File: src/rtl/frame_check.sv
// frame_check: requests one 12-byte frame from the reader stage and latches it.
// It then checks the two header bytes and the additive checksum one byte per
// cycle, and reports either the decoded command/payload or an error code.
module frame_check #(
    parameter logic [7:0]  HEAD0   = 8'h55,
    parameter logic [7:0]  HEAD1   = 8'hAA,
    parameter logic [15:0] TIMEOUT = 16'd1023
) (
    input  logic        clk,
    input  logic        rst,
    input  logic        start,
    output logic        fs,
    input  logic        fd,
    input  logic [0:95] res,
    output logic        busy,
    output logic [7:0]  cmd,
    output logic [63:0] payload,
    output logic        data_vld,
    output logic        frm_err,
    output logic [1:0]  err_code,
    output logic [15:0] frm_cnt,
    output logic [7:0]  err_cnt
);

    typedef enum logic [2:0] {
        IDLE,
        REQ,
        REL,
        CHECK,
        OUT
    } state_t;

    localparam logic [1:0] ERR_NONE    = 2'd0;
    localparam logic [1:0] ERR_HEADER  = 2'd1;
    localparam logic [1:0] ERR_CHKSUM  = 2'd2;
    localparam logic [1:0] ERR_TIMEOUT = 2'd3;

    state_t      state;
    state_t      state_next;

    logic [0:95] frame_buf;
    logic [3:0]  idx;
    logic [7:0]  sum;
    logic        hdr_fail;
    logic [15:0] tmo_cnt;

    logic [7:0]  cur_byte;
    logic [7:0]  chk_byte;
    logic [7:0]  sum_next;
    logic        hdr_fail_next;
    logic [15:0] tmo_next;
    logic        timed_out;
    logic        last_byte;
    logic        frame_ok;
    logic [7:0]  err_cnt_inc;

    // Select the frame byte addressed by the walk index (byte 0 sits at frame_buf[0:7]).
    always_comb begin
        cur_byte = '0;
        for (int k = 0; k < 12; k++) begin
            if (idx == k[3:0]) begin
                cur_byte = frame_buf[8*k +: 8];
            end
        end
    end

    // Derived checking terms: running sum, sticky header flag, timeout and error-count increment.
    always_comb begin
        chk_byte      = frame_buf[88:95];
        sum_next      = sum + cur_byte;
        hdr_fail_next = hdr_fail
                      | ((idx == 4'd0) && (cur_byte != HEAD0))
                      | ((idx == 4'd1) && (cur_byte != HEAD1));
        tmo_next      = tmo_cnt + 16'd1;
        timed_out     = (tmo_next == TIMEOUT);
        last_byte     = (idx == 4'd10);
        frame_ok      = !hdr_fail_next && (sum_next == chk_byte);
        err_cnt_inc   = (err_cnt == 8'hFF) ? err_cnt : err_cnt + 8'd1;
    end

    // State register.
    always_ff @(posedge clk or negedge rst) begin
        if (!rst) begin
            state <= IDLE;
        end else begin
            state <= state_next;
        end
    end

    // Next-state logic; fd wins over timeout in REQ, and REL waits for the reader to release fd.
    always_comb begin
        state_next = state;
        case (state)
            IDLE:    if (start) state_next = REQ;
            REQ: begin
                if (fd) begin
                    state_next = REL;
                end else if (timed_out) begin
                    state_next = OUT;
                end
            end
            REL:     if (!fd) state_next = CHECK;
            CHECK:   if (last_byte) state_next = OUT;
            OUT:     state_next = IDLE;
            default: state_next = IDLE;
        endcase
    end

    // Handshake and result strobes decoded from the registered state; err_code tells pass from fail in OUT.
    always_comb begin
        fs       = (state == REQ);
        busy     = (state != IDLE);
        data_vld = (state == OUT) && (err_code == ERR_NONE);
        frm_err  = (state == OUT) && (err_code != ERR_NONE);
    end

    // Datapath: frame capture, byte walk, and result registers written on the edge that enters OUT.
    always_ff @(posedge clk or negedge rst) begin
        if (!rst) begin
            frame_buf <= '0;
            idx       <= '0;
            sum       <= '0;
            hdr_fail  <= 1'b0;
            tmo_cnt   <= '0;
            cmd       <= '0;
            payload   <= '0;
            err_code  <= ERR_NONE;
            frm_cnt   <= '0;
            err_cnt   <= '0;
        end else begin
            case (state)
                IDLE: begin
                    if (start) begin
                        tmo_cnt <= '0;
                    end
                end
                REQ: begin
                    tmo_cnt <= tmo_next;
                    if (fd) begin
                        frame_buf <= res;
                    end else if (timed_out) begin
                        err_code <= ERR_TIMEOUT;
                        err_cnt  <= err_cnt_inc;
                    end
                end
                REL: begin
                    if (!fd) begin
                        idx      <= '0;
                        sum      <= '0;
                        hdr_fail <= 1'b0;
                    end
                end
                CHECK: begin
                    sum      <= sum_next;
                    hdr_fail <= hdr_fail_next;
                    idx      <= idx + 4'd1;
                    if (last_byte) begin
                        if (frame_ok) begin
                            cmd      <= frame_buf[16:23];
                            payload  <= frame_buf[24:87];
                            err_code <= ERR_NONE;
                            frm_cnt  <= frm_cnt + 16'd1;
                        end else begin
                            err_code <= hdr_fail_next ? ERR_HEADER : ERR_CHKSUM;
                            err_cnt  <= err_cnt_inc;
                        end
                    end
                end
                default: begin
                end
            endcase
        end
    end

endmodule

File: config.mk
export PLATFORM = sky130hd
export DESIGN_NAME = frame_check
export DESIGN_NICKNAME = d
export VERILOG_FILES = /design/src/rtl/frame_check.sv
export SDC_FILE = /design/constraint.sdc
export NUM_CORES = 1
export LEC_CHECK = 0
export ABC_CLOCK_PERIOD_IN_PS = 4100
export BUFFER_PORTS_ARGS = -buffer_cell sky130_fd_sc_hd__buf_2
export CAP_MARGIN = 30
export CORE_ASPECT_RATIO = 1.75
export CORE_MARGIN = 2
export CORE_UTILIZATION = 52
export CTS_BUF_LIST = sky130_fd_sc_hd__clkbuf_8
export CTS_CLUSTER_DIAMETER = 100
export DETAILED_ROUTE_END_ITERATION = 16
export PLACE_DENSITY_LB_ADDON = 0.3
export SLEW_MARGIN = 30
export SYNTH_ARGS = -nofsm -noshare
export SYNTH_HDL_FRONTEND = slang
export SYNTH_SLANG_ARGS = --single-unit
File: constraint.sdc
create_clock -name clk -period 4.1 [get_ports clk]
set_input_delay 0.41 -clock clk [delete_from_list [all_inputs] [get_ports clk]]
set_output_delay 0.41 -clock clk [all_outputs]
set_load 0.1 [all_outputs]
=== Word-level counts from Yosys, hierarchy flattened ===
Cells that the tools add are included.

* Memories: 0
* Flip-flop bits (word level): 226
* ROM bits: 0
* RAM bits: 0
* Output and inout port bits: 102
* Latch bits: 0
* Bits of input ports: 100

* Add/subtract/negate cells: 5
* Shifts and indexed selects: 0
* Divide/modulo/power cells: 0
* Multipliers: 0
* Magnitude comparators: 0
* Equality and inequality tests: 27
* Reductions and logical operators: 21
* Bitwise operators: 2
* Multiplexer cells: 38

{| class="wikitable"
|+ Operator list
! operator !! count
|-
| 2-to-1 mux 8 bit || 18
|-
| adder 16 x 1 -> 16 bit, second input constant || 2
|-
| case mux 16 bit (2 select lines) || 1
|-
| case mux 8 bit (2 select lines) || 2
|-
| == test 16 x 10 -> 1 bit, second input constant || 1
|-
| == test 4 x 3 -> 1 bit, second input constant || 4
|-
| == test 4 bit, second input constant || 4
|-
| 2-to-1 mux 16 bit || 1
|-
| 2-to-1 mux 3 bit || 5
|-
| case mux 3 bit (4 select lines) || 1
|-
| 2-to-1 mux 2 bit || 5
|-
| != test 2 bit, second input constant || 5
|-
| adder 8 x 1 -> 8 bit, second input constant || 1
|-
| adder 8 bit || 1
|-
| == test 4 x 2 -> 1 bit, second input constant || 2
|-
| == test 8 bit || 1
|-
| == test 8 bit, second input constant || 1
|-
| != test 8 x 7 -> 1 bit, second input constant || 1
|-
| != test 8 bit, second input constant || 1
|-
| case mux 4 bit (2 select lines) || 1
|-
| AND reduction 4 bit || 2
|-
| nonzero test 2 bit || 4
|-
| == test 3 x 2 -> 1 bit, second input constant || 2
|-
| AND reduction 2 bit || 3
|-
| other kinds (19) || 24
|}

=== Depth between registers and ports, before layout ===
Gate-level depths: netlist (run 1).

* Word-level depth: 22
* Gate-level depth with buffers: 23

=== Worst setup path before layout (run 1) ===
No wires, ideal clock.

* Path kind: flip-flop to flip-flop
* Start point: register idx[0]
* End point: register frm_cnt[4]
* Clock period less this slack: 4.538 ns
* Cell stages (with the launch flop): 24
* Path slack: -0.438 ns
* Data arrival time: 4.379 ns
* Path through: dfrtp_1 > inv_1 > ha_1 > clkbuf_2 > buf_2 > buf_2 > a21oi_1 > nor2_1 > o22a_1 > a221oi_1 > inv_1 > fa_1 > a211oi_1 > nor2_1 > o21a_1 > mux2_2 > o21a_1 > nor3_1 > and4b_1 > buf_2 > buf_6 > buf_2 > nand3_1 > xnor2_1

* Cells in the longest elaborated chain, start to end: 20

{| class="wikitable"
|+ RTL lines
! what !! RTL line !! RTL
|-
| start: declaration || 42 || <nowiki>logic [3:0] idx;</nowiki>
|-
| start signal: assignment || 156 || <nowiki>idx <= idx + 4'd1;</nowiki>
|-
| parallel branches: the longest is 19 deep, another holds 2-to-1 mux 8 bit || -- ||
|-
| AND reduction 3 bit (no line) (*) || -- ||
|-
| end signal: assignment || 162 || <nowiki>frm_cnt <= frm_cnt + 16'd1;</nowiki>
|-
| end: declaration || 21 || <nowiki>output logic [15:0] frm_cnt,</nowiki>
|}

Mark *: on every way between the ends.
A chain may end at the register's enable or synchronous reset.

=== Worst setup path in the final report (run 1) ===
* Start point: register idx[1]
* End point: register payload[41]

* Cells in the longest elaborated chain, start to end: 20

{| class="wikitable"
|+ RTL lines
! what !! RTL line !! RTL
|-
| parallel branches: the longest is 19 deep, another holds 2-to-1 mux 8 bit || -- ||
|-
| AND reduction 3 bit (no line) (*) || -- ||
|-
| end signal: assignment || 160 || <nowiki>payload <= frame_buf[24:87];</nowiki>
|-
| end: declaration || 17 || <nowiki>output logic [63:0] payload,</nowiki>
|}

Marked as above.

==> results of run 1 <==
## logic make-up after synthesis
| family | share of synthesized area (%) |
|---|---|
| adder cells (fa/ha/maj) | 2.02 |
| flip-flops | 52.0 |
| multiplexers | 16.3 |
| buffers and inverters | 4.06 |
| AO/OA/AOI/OAI | 12.5 |
| AND/OR/NAND/NOR | 9.75 |
| XOR/XNOR | 3.43 |
## sequential cells by signal, indices dropped and copies added (netlist names)
| name | flops |
|---|---|
| frame_buf | 96 |
| payload | 64 |
| frm_cnt | 16 |
| tmo_cnt | 16 |
| cmd | 8 |
| err_cnt | 8 |
| sum | 8 |
| idx | 4 |
| state | 3 |
| err_code | 2 |
| hdr_fail | 1 |
## power by group
part	switching, mW	leakage, nW	total (mW)	internal [mW]
registers	0.638	2.93	3.47	2.83
clock network	0.866	0.387	1.85	0.987
logic	2.62	3.43	5.01	2.39
## path summary, 6_finish.rpt
kind	start	end	slack [ps]	depth (start not counted)
setup reg to reg	idx[1]	payload[41]	-320	19
hold reg to reg	frm_cnt[15]	frm_cnt[15]	470	1
max in group asynchronous	rst	frame_buf[43]	2550	3
setup / recovery	idx[1]	payload[41]	-320	19
min in group asynchronous	rst	err_cnt[4]	560	2
hold / removal	res[75]	frame_buf[75]	80	3
## routing by layer
layer  global-route usage (%)  share of wire [%]  vias up
met5                        0                  0        -
met4                     12.2                4.4        0
met3                     4.69                4.7       75
met2                     48.5                 53      279
met1                     32.5                 38     4297
li1                         -                  -     3995
## stage by stage
step                hold slack (ps)  instance area [um2]  std cells  setup WS (ps)  TNS (ps)
global route                   79.9                13900       1505           -455    -39600
finish                         81.5                13900       1505           -322    -25400
global placement                458                12600       1418           -374    -30190
CTS                            63.0                13700       1496           -188    -12700
floorplan                       114                11000        945          -61.6     -2110
detailed placement              465                12600       1418           -453    -36310
## cell usage in the layout (no fill, tap or decap), types with 8 or more instances in the layout
master and instances:
nand3b_1 9, nor2b_1 8, a21oi_1 37, buf_2 200, buf_4 91, inv_1 41
xor2_1 8, nand4_1 13, clkbuf_8 42, dfrtp_1 224, ha_1 11, xnor2_1 32
and3_1 14, o211ai_1 8, mux2_2 135, nor2_1 29, nand3_1 22, o21ai_0 65
nand2_1 70, mux2_4 16
## tightest hold or removal path, delay by kind of cell
family | cells | cell delay, ps
buffers and inverters | 1 | 80
and+or+nand+nor | 1 | 40
AOI/OAI and AO/OA | 1 | 60
## repair_timing
action / 4_1_cts / 5_1_grt
hold buffers: 1 / 0
pin swaps: 5 / 9
buffers inserted: 16 / 6
endpoints found under the hold margin: 51 / 0
gates cloned: 3 / 2
endpoints found under the setup margin: 96 / 97
resized for setup: 50 / 11
## cell type report
type,instances,area [um2],share of cell area [%]
sequential,226,5660,40.8
multi-input combinational,626,5050,36.5
timing repair buffer,309,2030,14.6
clock buffer,42,578,4.17
tap,252,315,2.28
inverter,33,126,0.912
clock inverter,16,93.8,0.677
antenna,1,2.50,0.0181
==> summary.txt, run 1 <==
Clocking
  – CTS root buffer: clkbuf_8
  – Worst-Skew Late Latency: 550 ps
  – Clock buffer depth: 3
  – Clock transition at the registers of the reported paths: 70 ps
  – CTS tree: done
  – CTS buffer count: 35
  – CTS sink cnt: 226
  – H-tree depth: 2

Setup path
  – Critical path's top delay family: compound AO/OA/AOI/OAI gates
  – Crit path max fanout: 9
  – Worst path arrival time: 4830 ps
  – Critical-path top delay cell: dfrtp_2
  – Crit start category: flop
  – Worst path required time: 4510 ps
  – Setup CP Type: reg -> reg
  – Buf/Inv on CP: 5
  – Worst Setup End Kind: flop
  – CP Cell Sequence: inv_2, ha_4, buf_6, a21oi_2, a221o_1, o221ai_4, a221oi_2, inv_1, ha_1, a21o_1, a21oi_2, xnor2_1, xnor2_1, nand4_1, nor3_2, and4b_4, buf_4, clkbuf_16, mux2_2
  – CP max stage delay: 430 ps

Yosys
  – Synth top area share: 52.0%
  – Yosys reg bits: 226
  – Commonest cells in the netlist: dfrtp_1 (226), mux2_2 (150), nand2_1 (71)
  – Syn Std Cell Area: 0.0109 mm2
  – Synth Area per Inst: 11.5 um2
  – Top FF cell, synth: dfrtp_1
  – Post-synth cell types: 78
  – EDFF count, synth: 0
  – Synth area leader: dfrtp_1
  – Synthesized Nets: 1062
  – Yosys Warn Count: 0
  – Mapped Cells: 945
  – Ys async rst share: 100%
  – Sequential cell area fraction in the yosys report: 52.0%
  – Top cells by area, synth: dfrtp_1 (52%), mux2_2 (16%), o21ai_0 (3.2%)
  – Top-count cell post-synth: dfrtp_1

Power and ir drop
  – Final Total Pwr: 10.3 mW
  – Worst VDD drop: 0.340 mV
  – Static leakage: 6.75 nW
  – Pwr Density: 746 mW/mm2

Timing
  – Clk_skew: 23.3 ps
  – Slew Limit Headroom: 42.1%
  – RSZ-0062 raised after global routing: true
  – Worst-margin pin slew: 868 ps
  – Setup violators final: 96
  – Final period util: 108%
  – Setup WS post-layout: -322 ps
  – Minimum clock period: 4420 ps
  – Hold Fails Final Rpt: 0
  – Fmax: 226 MHz
  – Slew Viols, Final: 0

Floorplan
  – # IOs: 202
  – CORE AREA: 0.0208 mm2
  – Initial core utilization: 52.4%
  – Std-Cell Rows: 70
  – Die height: 195 um
  – Die Wd: 113 um
  – Die area: 0.0221 mm2

Status
  – Status: finished with violations
  – Failing checks: setup timing

Placement
  – IO buf count: 201
  – GPL Wtd Cong: 0.921
  – DP HPWL: 21300 um

Cells and area
  – Fill count: 1613
  – Layout Nets: 1348
  – Final core occ: 66.8%
  – Layout area overhead: 27.3%
  – Fraction of layout cells with a size suffix above 1: 45.2%

Global routing
  – Gr ovfl total: 0
  – Tot GR Track Use: 27.5%
  – First-pass GRT wire length: 47800 um
  – Initial antenna violation count: 1
  – Largest net degree at the start of global routing: 116
  – Vias in the first global route: 8957

Routing
  – Iter 0 DRT Violations: 609
  – Final ANT Viol Nets: 0
  – Vias/cell: 5.74
  – Drt pass-1 iters: 5
  – DRC viols: 0
  – Routed vias: 8646
  – Drt wl/cell: 20.1 um
  – Total Wirelength: 30300 um

Min path
  – Hold/Removal Path Class: in -> reg

Flow run
  – Max_cap viols: 0
Note: power is estimated with default switching activity, not from simulation.
==> run 2: changes to the inputs <==
Settings changed: ABC_AREA from default to 1.
==> run 2 against run 1 <==
  * Wire length up 9.7%
  * Global-route usage rose by 0.60 points
  * Cell area rose by 4.0%
  * Die area grew 1.6%
  * Clock skew shrank 3.8 ps
  * Non-clock buffer count down 4
  * Critical path type unchanged
  * Combinational power is 18% higher
  * Largest power group unchanged
  * The run still ends with setup timing left
  * Sequential power fell by 5%
  * Maximum frequency grew 2.3%
  * Synthesized cell count grew 44%
  * Critical path depth increased by 16
==> summary.txt, run 2 <==
Status
  – Status: finished with violations (unchanged)
  – Failing checks: setup timing (unchanged)

Yosys
  – Synth Area per Inst: 8.11 um2 (was 11.5 um2)
  – Sequential cell area fraction in the yosys report: 51.1% (was 52.0%)
  – Post-synth cell types: 39 (was 78)
  – Top FF cell, synth: dfrtp_1 (unchanged)
  – Yosys reg bits: 226 (unchanged)
  – Largest family of logic cells by synthesized area: simple AND/OR/NAND/NOR gates (was multiplexers)
  – Syn Std Cell Area: 0.0111 mm2 (was 0.0109 mm2)
  – Top cells by area, synth: dfrtp_1 (51%), nand2_1 (14%), inv_1 (5.8%) (was dfrtp_1 (52%), mux2_2 (16%), o21ai_0 (3.2%))
  – Mapped Cells: 1364 (was 945)
  – XOR/XNOR Fraction of Synth Area: 3.01% (was 3.43%)
  – Yosys Warn Count: 0 (unchanged)
  – Synth Area in Compound Gates: 11.8% (was 12.5%)
  – Synth area leader: dfrtp_1 (unchanged)
  – Post-synthesis adder-cell area fraction: 1.99% (was 2.02%)
  – EDFF count, synth: 0 (unchanged)
  – Ys async rst share: 100% (unchanged)
  – Synthesized Nets: 1481 (was 1062)
  – Top-count cell post-synth: nand2_1 (was dfrtp_1)
  – Commonest cells in the netlist: nand2_1 (426), dfrtp_1 (226), inv_1 (172) (was dfrtp_1 (226), mux2_2 (150), nand2_1 (71))
  – Simple-gate share of the synthesized area: 23.2% (was 9.75%)
  – Synth top area share: 51.1% (was 52.0%)
  – Multiplexer share of the synthesized area: 0% (was 16.3%)

Clocking
  – CTS sink cnt: 226 (unchanged)
  – Clock transition at the registers of the reported paths: 70 ps (about the same)
  – H-tree depth: 2 (unchanged)
  – CTS buffer count: 35 (unchanged)
  – CTS root buffer: clkbuf_8 (unchanged)
  – Worst-Skew Late Latency: 540 ps (was 550 ps)
  – Clock buffer depth: 3 (unchanged)
  – CTS tree: done (unchanged)

Cells and area
  – Regs by FF count: frame_buf: 96 flops, payload: 64 flops (unchanged)
  – Most frequent cells in the layout: nand2_1 (382), dfrtp_1 (222), buf_2 (200), inv_1 (175), o21ai_0 (109) (was dfrtp_1 (224), buf_2 (200), mux2_2 (135), buf_4 (91), nand2_1 (70))
  – Fraction of layout cells with a size suffix above 1: 30.5% (was 45.2%)
  – Max reg flops: 96 (unchanged)
  – N_diodes: 0 (was 1)
  – Commonest non-fill, non-tap cell in the layout: nand2_1 (was dfrtp_1)
  – Final core occ: 68.9% (was 66.8%)
  – Layout Nets: 1773 (was 1348)
  – Layout area overhead: 30.3% (was 27.3%)
  – Top reg by flops: frame_buf (unchanged)

Routing
  – Routed vias: 10300 (was 8646)
  – DRC viols: 0 (unchanged)
  – Drt pass-1 iters: 5 (unchanged)
  – Total Wirelength: 33300 um (was 30300 um)
  – Drt wl/cell: 17.2 um (was 20.1 um)
  – Vias/cell: 5.34 (was 5.74)
  – Iter 0 DRT Violations: 675 (was 609)
  – Final ANT Viol Nets: 0 (unchanged)

Power and ir drop
  – Clock power share: 17.2% (was 17.9%)
  – Internal cell power: 6.12 mW (was 6.21 mW)
  – Sequential group share of total power: 29.8% (was 33.6%)
  – Worst VDD drop: 0.407 mV (was 0.340 mV)
  – Comb power frac: 53.0% (was 48.5%)
  – Sw Share: 44.9% (was 39.9%)
  – Final Total Pwr: 11.1 mW (was 10.3 mW)
  – Static leakage: 7.48 nW (was 6.75 nW)
  – Pwr Density: 770 mW/mm2 (was 746 mW/mm2)
  – Net switching power: 4.99 mW (was 4.13 mW)

Global routing
  – Gr ovfl total: 0 (unchanged)
  – Met3 Use GR: 4.03% (was 4.69%)
  – Met2 Use GR: 50.6% (was 48.5%)
  – Largest net degree at the start of global routing: 167 (was 116)
  – Initial antenna violation count: 0 (was 1)
  – Vias in the first global route: 10000 (was 8957)
  – GR peak layer: met2 (unchanged)
  – Tot GR Track Use: 28.0% (was 27.5%)
  – First-pass GRT wire length: 49700 um (was 47800 um)
  – Global-route track usage on met1: 31.7% (was 32.5%)

Timing
  – Setup violators final: 85 (was 96)
  – RSZ-0062 raised after global routing: true (unchanged)
  – Setup TNS: -14700 ps (was -25400 ps)
  – Setup WS post-layout: -224 ps (was -322 ps)
  – Fmax: 231 MHz (was 226 MHz)
  – Worst-margin pin slew: 756 ps (was 868 ps)
  – Clk_skew: 19.5 ps (was 23.3 ps)
  – Hold Fails Final Rpt: 0 (unchanged)
  – Slew Viols, Final: 0 (unchanged)
  – Final period util: 105% (was 108%)
  – Hold WS: 74.4 ps (was 81.5 ps)
  – Slew Limit Headroom: 49.6% (was 42.1%)
  – Minimum clock period: 4320 ps (was 4420 ps)

Setup path
  – CP max stage delay: 460 ps (was 430 ps)
  – Worst path arrival time: 4740 ps (was 4830 ps)
  – Critical-path top delay cell: dfrtp_2 (unchanged)
  – Worst path required time: 4510 ps (about the same)
  – Setup CP Type: reg -> reg (unchanged)
  – Crit-path most repeated cell: nand2_1
  – Crit path max fanout: 8 (was 9)
  – Worst Setup End Kind: flop (unchanged)
  – Crit start category: flop (unchanged)

Floorplan
  – Die Wd: 114 um (was 113 um)
  – Initial core utilization: 52.8% (was 52.4%)
  – CORE AREA: 0.0209 mm2 (was 0.0208 mm2)
  – Die area: 0.0225 mm2 (was 0.0221 mm2)
  – # IOs: 202 (unchanged)
  – Std-Cell Rows: 70 (unchanged)
  – Die height: 197 um (was 195 um)

Placement
  – IO buf count: 201 (unchanged)
  – GPL Wtd Cong: 0.918 (was 0.921)
  – DP HPWL: 22600 um (was 21300 um)

Flow run
  – Max_cap viols: 0 (unchanged)

Min path
  – Hold/Removal Path Class: in -> reg (unchanged)
run 2: worst max-delay path, delay by kind of cell (launching register included):
kind	cells	cell delay, ps
AND/OR/NAND/NOR	20	1550
buffers and inverters	7	770
adder cells (fa/ha/maj)	3	720
AO/OA/AOI/OAI	4	480
flip-flops	1	460
XOR/XNOR	1	200
run 2: path summary, 6_finish.rpt:
check	start	endpoint	slack (ps)	cells after the start
max	idx[1]	cmd[4]	-220	35
min	res[21]	frame_buf[21]	70	3
max reg2reg	idx[1]	cmd[4]	-220	35
min reg2reg	cmd[0]	cmd[0]	480	2
max in group asynchronous	rst	frame_buf[49]	2680	3
min in group asynchronous	rst	tmo_cnt[9]	500	2
run 2: final cells by class:
| type | instances | area [um2] |
|---|---|---|
| fillers | 1719 | 6520 |
| flip-flops and latches | 226 | 5660 |
| multi-input cells | 900 | 4940 |
| repair buffers | 305 | 2060 |
| inverters | 187 | 727 |
| clock buffers | 43 | 592 |
| well taps | 252 | 315 |
| clock inverters | 19 | 113 |
| repair inverters | 1 | 11.3 |
run 2: through the flow:
step	area (um2)	setup WS (ps)	instances
floorplan	11100	68.7	1364
global placement	12800	-132	1849
detailed placement	12800	-242	1849
CTS	13800	-32.5	1917
global route	14400	-408	1933
finish	14400	-224	1933
run 2: logic make-up after synthesis:
group           count (synthesis)
flops                         226
buf+inv                       238
simple gates                  605
fa+ha+maj                      17
xor+xnor                       38
compound gates                240
run 2: layer usage:
metal,part of all wire [%],vias to the layer above
li1,-,4936
met4,5.7,0
met1,37,4892
met5,0,-
met3,4.4,117
met2,53,370
run 2: power by group through the flow:
stage / Combinational [mW] / Clock [mW] / Sequential (mW)
CTS: 5.18 / 1.95 / 3.27
detailed placement: 4.89 / 0 / 3.28
finish: 5.89 / 1.91 / 3.31
global placement: 4.79 / 0 / 3.27
global route: 6.42 / 2.03 / 3.36
floorplan: 2.96 / 0 / 3.42
run 2: what timing repair did:
| action | in CTS | in global routing |
|---|---|---|
| cloned | 2 | 6 |
| endpoints found under the setup margin | 96 | 97 |
| gates resized for setup | 54 | 102 |
| hold buffers | 1 | 0 |
| hold endpoints to repair | 97 | 0 |
| pin swaps | 5 | 57 |
| buffers inserted | 3 | 10 |
